$ cat config.mk
export PLATFORM = sky130hd
export DESIGN_NAME = popcount28_tern_acc_flat
export DESIGN_NICKNAME = d
export VERILOG_FILES = /design/src/rtl/popcount28_tern_acc_if.sv /design/src/rtl/popcount28_tern_acc.sv /design/src/flat_wrapper.sv
export SDC_FILE = /design/constraint.sdc
export NUM_CORES = 1
export LEC_CHECK = 0
export ABC_AREA = 1
export CAP_MARGIN = 5
export CORE_UTILIZATION = 54
export DETAILED_ROUTE_END_ITERATION = 16
export PLACE_DENSITY = 0.85
export REMOVE_ABC_BUFFERS = 1
export SLEW_MARGIN = 40
export SYNTH_ARGS = -nofsm -noshare
export SYNTH_HDL_FRONTEND = slang
export SYNTH_SLANG_ARGS = --single-unit
$ cat constraint.sdc
create_clock -name clk -period 11.8 [get_ports clk]
set_clock_uncertainty 0.05 [all_clocks]
set_input_delay 2.95 -clock clk [delete_from_list [all_inputs] [get_ports clk]]
set_output_delay 2.95 -clock clk [all_outputs]
set_load 0.03 [all_outputs]
$ cat src/rtl/popcount28_tern_acc_if.sv
// Beat/result handshake bundle for popcount28_tern_acc.
// master = beat producer and result consumer; slave = the accumulator block.
interface popcount28_tern_acc_if #(
    parameter int ACC_W = 8
);
    logic [4:0]              pos_cnt;
    logic [4:0]              neg_cnt;
    logic                    in_valid;
    logic                    in_ready;
    logic signed [ACC_W-1:0] thr_hi;
    logic signed [ACC_W-1:0] thr_lo;
    logic                    out_valid;
    logic                    out_ready;
    logic [1:0]              out_trit;
    logic signed [ACC_W-1:0] out_sum;

    modport master (
        output pos_cnt, neg_cnt, in_valid, thr_hi, thr_lo, out_ready,
        input  in_ready, out_valid, out_trit, out_sum
    );

    modport slave (
        input  pos_cnt, neg_cnt, in_valid, thr_hi, thr_lo, out_ready,
        output in_ready, out_valid, out_trit, out_sum
    );
endinterface

$ cat src/rtl/popcount28_tern_acc.sv
// Ternary neuron: accumulates NBEATS popcount deltas, thresholds into a trit.
// Define TERN_ACC_SAT_EN to saturate each accumulator update instead of wrapping.
module popcount28_tern_acc #(
    parameter int NBEATS = 4,
    parameter int ACC_W  = 8
) (
    input  logic                    clk,
    input  logic                    rst,
    popcount28_tern_acc_if.slave    bus
);
    localparam int SUM_W = ACC_W + 2;
    localparam int CNT_W = (NBEATS > 1) ? $clog2(NBEATS) : 1;
    localparam logic [CNT_W-1:0] LAST_BEAT = CNT_W'(NBEATS - 1);

    typedef enum logic {
        ST_ACC = 1'b0,
        ST_OUT = 1'b1
    } state_t;

    state_t                  state_q, state_d;
    logic signed [ACC_W-1:0] acc_q;
    logic [CNT_W-1:0]        cnt_q;
    logic signed [ACC_W-1:0] out_sum_q;
    logic [1:0]              out_trit_q;
    logic                    beat_acc;
    logic                    last_beat;
    logic signed [SUM_W-1:0] delta_p0;
    logic signed [SUM_W-1:0] wide_p0;
    logic signed [ACC_W-1:0] sum_p0;

`ifdef TERN_ACC_SAT_EN
    localparam logic signed [SUM_W-1:0] ACC_MAX = SUM_W'((1 << (ACC_W - 1)) - 1);
    localparam logic signed [SUM_W-1:0] ACC_MIN = SUM_W'(-(1 << (ACC_W - 1)));

    function automatic logic signed [ACC_W-1:0] acc_update(input logic signed [SUM_W-1:0] s);
        if (s > ACC_MAX) return ACC_MAX[ACC_W-1:0];
        if (s < ACC_MIN) return ACC_MIN[ACC_W-1:0];
        return s[ACC_W-1:0];
    endfunction
`else
    // Plain two's-complement wrap: keep the low ACC_W bits.
    function automatic logic signed [ACC_W-1:0] acc_update(input logic signed [SUM_W-1:0] s);
        return s[ACC_W-1:0];
    endfunction
`endif

    // +1 wins over -1 when the threshold windows overlap.
    function automatic logic [1:0] tern_decide(input logic signed [ACC_W-1:0] s,
                                               input logic signed [ACC_W-1:0] hi,
                                               input logic signed [ACC_W-1:0] lo);
        if (s >= hi) return 2'b01;
        if (s <= lo) return 2'b11;
        return 2'b00;
    endfunction

    // Stage p0: combinational delta and next accumulator value
    always_comb begin
        delta_p0 = $signed({{(SUM_W-5){1'b0}}, bus.pos_cnt})
                 - $signed({{(SUM_W-5){1'b0}}, bus.neg_cnt});
        wide_p0  = $signed({{2{acc_q[ACC_W-1]}}, acc_q}) + delta_p0;
        sum_p0   = acc_update(wide_p0);
    end

    assign beat_acc  = bus.in_valid && (state_q == ST_ACC);
    assign last_beat = (cnt_q == LAST_BEAT);

    always_comb begin
        state_d       = state_q;
        bus.in_ready  = 1'b0;
        bus.out_valid = 1'b0;
        case (state_q)
            ST_ACC: begin
                bus.in_ready = 1'b1;
                if (bus.in_valid && last_beat) state_d = ST_OUT;
            end
            ST_OUT: begin
                bus.out_valid = 1'b1;
                if (bus.out_ready) state_d = ST_ACC;
            end
            default: state_d = ST_ACC;
        endcase
    end

    // Stage p1: registered accumulator, counter and held result
    always_ff @(posedge clk) begin
        if (rst) begin
            state_q    <= ST_ACC;
            acc_q      <= '0;
            cnt_q      <= '0;
            out_sum_q  <= '0;
            out_trit_q <= 2'b00;
        end else begin
            state_q <= state_d;
            if (beat_acc) begin
                if (last_beat) begin
                    acc_q      <= '0;
                    cnt_q      <= '0;
                    out_sum_q  <= sum_p0;
                    out_trit_q <= tern_decide(sum_p0, bus.thr_hi, bus.thr_lo);
                end else begin
                    acc_q <= sum_p0;
                    cnt_q <= cnt_q + CNT_W'(1);
                end
            end
        end
    end

    assign bus.out_sum  = out_sum_q;
    assign bus.out_trit = out_trit_q;
endmodule

$ cat src/flat_wrapper.sv
// flat-port wrapper written by rule: the top's interface ports become plain ports
module popcount28_tern_acc_flat 
#(
    parameter int NBEATS = 4,
    parameter int ACC_W  = 8
)
  (clk, rst, bus_pos_cnt, bus_neg_cnt, bus_in_valid, bus_thr_hi, bus_thr_lo, bus_out_ready, bus_in_ready, bus_out_valid, bus_out_trit, bus_out_sum);
  popcount28_tern_acc_if #(.ACC_W(ACC_W)) bus_i ();
  input  logic clk;
  input  logic rst;
  input wire logic [$bits(bus_i.pos_cnt)-1:0] bus_pos_cnt;
  input wire logic [$bits(bus_i.neg_cnt)-1:0] bus_neg_cnt;
  input wire logic [$bits(bus_i.in_valid)-1:0] bus_in_valid;
  input wire logic [$bits(bus_i.thr_hi)-1:0] bus_thr_hi;
  input wire logic [$bits(bus_i.thr_lo)-1:0] bus_thr_lo;
  input wire logic [$bits(bus_i.out_ready)-1:0] bus_out_ready;
  output wire logic [$bits(bus_i.in_ready)-1:0] bus_in_ready;
  output wire logic [$bits(bus_i.out_valid)-1:0] bus_out_valid;
  output wire logic [$bits(bus_i.out_trit)-1:0] bus_out_trit;
  output wire logic [$bits(bus_i.out_sum)-1:0] bus_out_sum;
  assign bus_i.pos_cnt = bus_pos_cnt;
  assign bus_i.neg_cnt = bus_neg_cnt;
  assign bus_i.in_valid = bus_in_valid;
  assign bus_i.thr_hi = bus_thr_hi;
  assign bus_i.thr_lo = bus_thr_lo;
  assign bus_i.out_ready = bus_out_ready;
  assign bus_in_ready = bus_i.in_ready;
  assign bus_out_valid = bus_i.out_valid;
  assign bus_out_trit = bus_i.out_trit;
  assign bus_out_sum = bus_i.out_sum;
  popcount28_tern_acc #(.NBEATS(NBEATS), .ACC_W(ACC_W)) u_core (.clk(clk), .rst(rst), .bus(bus_i));
endmodule
## Yosys cells after proc, flatten, opt, wreduce, memory -nomap -nowiden

Index checks and enable logic that the tools add are counted.

- Add/sub/neg operators: 3
- $lt $le $gt $ge: 2
- Equality and inequality tests: 1
- Muxes and demuxes: 20
- Bitwise logic cells: 1
- Reduce and logical (&&, ||, !) cells: 3

Operators with widths:

| kind | number |
|---|---|
| 1-bit 2-to-1 mux | 13 |
| 2-bit 2-to-1 mux | 5 |
| 8-bit by 6-bit adder with 8-bit output | 1 |
| 8-bit greater-or-equal comparator | 1 |
| 8-bit <= comparator | 1 |
| 8-bit 2-to-1 mux | 1 |
| 5-bit by 5-bit subtractor with 6-bit output | 1 |
| 2-bit by 1-bit adder with 2-bit output, second input constant | 1 |
| 2-bit == test, second input constant | 1 |
| 1-bit logical AND | 2 |
| 1-bit one-hot mux with 2 select lines | 1 |
| 2-bit AND reduction | 1 |
| 1-bit inverter | 1 |

- Flip-flop bits (word level): 21
- Logic and storage cells: 35

## Longest topological paths before layout

- Depth in word-level cells: 13
- Depth in mapped cells: 24
- Mapped depth without buffers: 24

## Least setup slack after synthesis

Ideal clock, no wire load.

- Path type: input port to flip-flop
- Start point: input bus_pos_cnt[0]
- End point: register u_core.out_trit_q[0] (netlist: u_core.bus.out_trit[0])
- Arrival time: 5.614 ns
- Required time: 11.630 ns
- Slack: 6.016 ns
- Stages on the path: 23
- Buffers on the path: 0
- Cell sequence: inv_1 > ha_1 > inv_1 > fa_1 > nand3_1 > nand2_1 > xor2_1 > ha_1 > a21oi_1 > nor2_1 > nor2_1 > nand2_1 > inv_1 > nand3_1 > nand2_1 > ha_1 > a21o_1 > nor2_1 > nand2_1 > nand2_1 > nand3_1 > nor2_1 > a21oi_1

- Word-level cells in the longest chain between the ends: 10
- Elaborated cells between the ends (all ways): 16

RTL lines:

| element | RTL line | RTL |
|---|---|---|
| start: declaration | flat_wrapper.sv:11 | `input wire logic [$bits(bus_i.pos_cnt)-1:0] bus_pos_cnt;` |
| 5-bit by 5-bit subtractor with 6-bit output (*) | popcount28_tern_acc.sv:59 | `- $signed({{(SUM_W-5){1'b0}}, bus.neg_cnt});` |
| 8-bit by 6-bit adder with 8-bit output (*) | popcount28_tern_acc.sv:60 | `wide_p0 = $signed({{2{acc_q[ACC_W-1]}}, acc_q}) + delta_p0;` |
| via u_core.wide_p0[7] | popcount28_tern_acc.sv:28 | `logic signed [SUM_W-1:0] wide_p0;` |
| 8-bit <= comparator | popcount28_tern_acc.sv:52 | `if (s <= lo) return 2'b11;` |
| 1-bit 2-to-1 mux (2 in series) | popcount28_tern_acc.sv:52 |  |
| 1-bit 2-to-1 mux | popcount28_tern_acc.sv:95 | `if (last_beat) begin` |
| 1-bit 2-to-1 mux | popcount28_tern_acc.sv:94 | `if (beat_acc) begin` |
| 1-bit 2-to-1 mux | popcount28_tern_acc.sv:86 | `if (rst) begin` |
| 2-bit 2-to-1 mux | popcount28_tern_acc.sv:53 | `return 2'b00;` |
| 2-bit 2-to-1 mux (*) | popcount28_tern_acc.sv:52 |  |
| end signal: assignment | popcount28_tern_acc.sv:99 | `out_trit_q <= tern_decide(sum_p0, bus.thr_hi, bus.thr_lo);` |
| end: declaration | popcount28_tern_acc.sv:24 | `logic [1:0] out_trit_q;` |

The timed path passes the listed nets; every way through them passes the cells marked *. The select of a mux whose other input is x is not followed.
A chain may end at the register's enable or synchronous reset.

## Final worst setup path

- Start point: input bus_neg_cnt[0]
- End point: register u_core.out_trit_q[0] (netlist: u_core.bus.out_trit[0])

- Word-level cells in the longest chain between the ends: 10
- Elaborated cells between the ends (all ways): 16

RTL lines:

| element | RTL line | RTL |
|---|---|---|
| start: declaration | flat_wrapper.sv:12 | `input wire logic [$bits(bus_i.neg_cnt)-1:0] bus_neg_cnt;` |
| 5-bit by 5-bit subtractor with 6-bit output (*) | popcount28_tern_acc.sv:59 |  |
| 8-bit by 6-bit adder with 8-bit output (*) | popcount28_tern_acc.sv:60 |  |
| via u_core.wide_p0[7] | popcount28_tern_acc.sv:28 |  |
| 8-bit <= comparator | popcount28_tern_acc.sv:52 |  |
| 1-bit 2-to-1 mux (2 in series) | popcount28_tern_acc.sv:52 |  |
| 1-bit 2-to-1 mux | popcount28_tern_acc.sv:95 |  |
| 1-bit 2-to-1 mux | popcount28_tern_acc.sv:94 |  |
| 1-bit 2-to-1 mux | popcount28_tern_acc.sv:86 |  |
| 2-bit 2-to-1 mux | popcount28_tern_acc.sv:53 |  |
| 2-bit 2-to-1 mux (*) | popcount28_tern_acc.sv:52 |  |

Marked as above.

==> key figures <==
Layout
  • Final core utilization: about 73%
  • Fraction of layout cells with a size suffix above 1: ~5.4%
  • Final Instance Area: 0.00224 mm^2
  • Area Overhead vs Synth: 27.0%
  • # diodes: 0
  • Fill cells: roughly 260
  • Final nets: ~360

Synthesis
  • Most common cell in the netlist: nand2_1
  • Ys async rst share: 0%
  • Post-synth top area share: approximately a quarter
  • EDFF count, synth: 0
  • Seq/Total Area, Yosys: approximately a quarter
  • Post-synth top cells: nand2_1 (60), inv_1 (46), ha_1 (30)
  • Synth Warn #: 0
  • Synth cell types: 25
  • Mapped Cells: 256
  • Synth Area per Inst: approximately 6.9 um^2
  • Main synth FF type: dfxtp_1
  • Synthesized area: approximately 0.0018 mm^2
  • Dominant cell type by area after synthesis: dfxtp_1
  • Flops & latches, synth: 21
  • Synth top area cells: dfxtp_1 (24%), ha_1 (21%), nand2_1 (13%), inv_1 (9.8%), a21oi_1 (6.2%)

Global routing
  • Overflow after GRT: 0
  • Global-route wire length before repair: 6.47 mm
  • Initial antenna violation count: 0
  • Total GRT Usage: about 25%
  • Largest net degree at the start of global routing: 16
  • Vias in the first global route: about 1500

Floorplanning
  • Total I/O pin count: 42
  • DIE HEIGHT: roughly 59 um
  • Core ar.: about 0.0031 mm^2
  • Die area: between 0.003 and 0.004 mm^2
  • Die Wd: slightly below 60 um
  • Rows: 20
  • Initial core utilization: a little under three fifths

Worst setup path
  • Data arrival time of the critical path: between 6000 and 7000 ps
  • Worst Reg-to-Reg Cells: 14
  • Worst r2r src: u_core.acc_q[2]
  • FF-to-FF End: u_core.bus.out_trit[1]
  • Reg2Reg Setup Slack: a little over 9000 ps
  • Critical path peak fanout: 4
  • CP required: approximately 12000 ps
  • Endpoint class of the critical path: register
  • CP Class: primary input to register
  • Critical path launch point type: primary input

Status
  • Outcome: complete, no violations

Power and ir drop
  • Pint: about 170 uW
  • Total power: approximately 310 uW
  • Reg power frac: 26.3%
  • Sw Ratio: 46.1%
  • Pwr dens: about 140 mW/mm^2
  • Combinational power share: ~62%
  • Static leakage: about 0.0012 uW
  • Clock Power Share: between 10 and 15%
  • Sw Pwr: about 140 uW
  • VDD IR max: 0.0000897 V

Detailed routing
  • Via-to-Cell Ratio: slightly below 5
  • Initial DRT Pass Iterations: 4
  • Initial DRC Count: 79
  • Final WL: between 3 and 4 mm
  • DRC violations left: 0
  • Routed WL per cell: around 11 um
  • Via count: about 1700
  • Routed Antenna Nets: 0

Clocking
  • Post-CTS Resized: 0
  • Register clock-pin slew on the reported worst setup and hold paths: approximately 120 ps
  • Post-CTS Setup Inserts: 0
  • Worst-Skew Late Latency: between 300 and 400 ps
  • CTS tree: built
  • TritonCTS Buffers: 3
  • Clock Sinks: 21
  • CTS root buf: clkbuf_4
  • CTS H-Tree Depth: 1
  • Cts hold-fix bufs: 0
  • Max Buffers Root-to-Sink: 2

STA
  • Fmax achieved: about 160 MHz
  • Setup Viol. Count Final: 0
  • Final period util: a little over half
  • Tmin final: between 6000 and 7000 ps
  • Setup TNS: 0 ps
  • Hold Fails Final Rpt: 0
  • Rel. slew slack: 59.7%
  • Final setup margin: ~5600 ps
  • Max-slew violation count: 0
  • Worst slew pin tran: approximately 600 ps
  • RSZ-0062 raised after global routing: no

Min path
  • Hold path cells: 2
  • Hold Path End: u_core.acc_q[0]
  • Worst hold path type: register to register
  • Min-delay src: u_core.acc_q[0]

Place
  • Placed instance area: approximately 0.0022 mm^2
  • DP HPWL: 3.06 mm
  • GPL Wtd Cong: roughly 0.86
  • Pre-CTS WS: around 5300 ps
  • IO Port Bufs: 41

Run
  • Total of max-cap violations: 0
[how the worst max path moves through the flow]
stage	start	endpoint	slack (ps)	cells past startpoint
5_1_grt	bus_pos_cnt[0]	u_core.bus.out_trit[0]	5250	24
3_5_place_dp	bus_neg_cnt[0]	u_core.bus.out_trit[0]	5260	23
2_1_floorplan	bus_pos_cnt[0]	u_core.bus.out_trit[0]	6020	23
6_report	bus_neg_cnt[0]	u_core.bus.out_trit[0]	5600	23
3_3_place_gp	bus_neg_cnt[0]	u_core.bus.out_trit[0]	5320	23
4_1_cts	bus_neg_cnt[0]	u_core.bus.out_trit[0]	5600	23
[metal layers]
layer | GRT usage (%) | vias up | wire (um)
met5 | 0 | - | 0
met2 | 44.0 | 53 | 1750
met3 | 4.15 | 6 | 190
met4 | 7.82 | 0 | 58
li1 | - | 891 | -
met1 | 30.1 | 734 | 1730
[cell type report]
| cell class | instances | area [um^2] | area share (%) |
|---|---|---|---|
| multi-input combinational | 182 | 1140 | 50.9 |
| sequential | 21 | 420 | 18.7 |
| timing repair buffer | 41 | 410 | 18.3 |
| inverter | 50 | 188 | 8.37 |
| tap | 44 | 55.1 | 2.46 |
| clock buffer | 3 | 22.5 | 1.00 |
| clock inverter | 1 | 5.00 | 0.223 |
[cells in the final DEF (no fill, tap or decap), types with 5 or more instances in the layout]
| cell type | n |
|---|---|
| nand2_1 | 60 |
| inv_1 | 46 |
| clkdlybuf4s50_1 | 41 |
| ha_1 | 30 |
| nor2_1 | 25 |
| a21oi_1 | 22 |
| dfxtp_1 | 21 |
| nand3_1 | 10 |
| o21ai_0 | 10 |
| nand4_1 | 5 |
| xor2_1 | 5 |
[cell families (layout without fill, tap and decap cells)]
| family | after synthesis | in the layout | synth area share (%) |
|---|---|---|---|
| compound gates | 37 | 37 | 11.4 |
| xor+xnor | 8 | 8 | 4.82 |
| fa+ha+maj | 32 | 32 | 23.5 |
| buf+inv | 53 | 95 | 11.6 |
| flops | 21 | 21 | 23.8 |
| simple gates | 105 | 105 | 24.9 |
[critical path, stage by stage]
cell             delay (ps)
clkdlybuf4s50_1         460
ha_1                    140
inv_1                    70
fa_1                    400
nand3_1                  90
nand2_1                  70
xor2_1                  160
ha_1                    320
a21oi_1                 210
nor2_1                   60
nor2_1                   80
nand2_1                  90
inv_1                    70
nand3_1                  60
nand2_1                 140
ha_1                    290
a21o_1                  190
nor2_1                  130
nand2_1                  70
nand2_1                  50
nand3_1                  90
nor2_1                  100
a21oi_1                  60
[registers in the layout, indices dropped and copies added (netlist names)]
name                 cells
u_core.acc_q             8
u_core.bus.out_sum       8
u_core.bus.out_trit      2
u_core.cnt_q             2
u_core.state_q           1
[per-stage QoR]
step	instances	hold WS (ps)
after floorplan	253	394
after global placement	338	410
after detailed placement	338	413
after CTS	342	432
after global routing	342	452
final	342	430
[power by group through the flow]
stage                     clock [uW]  sequential (uW)  combinational [uW]
after floorplan                    0             85.3                 140
after global routing            39.3             83.7                 223
after global placement             0             83.9                 187
after CTS                       37.0             82.5                 193
after detailed placement           0             84.0                 192
final                           35.7             82.5                 195
Note: power is estimated with default switching activity, not from simulation.
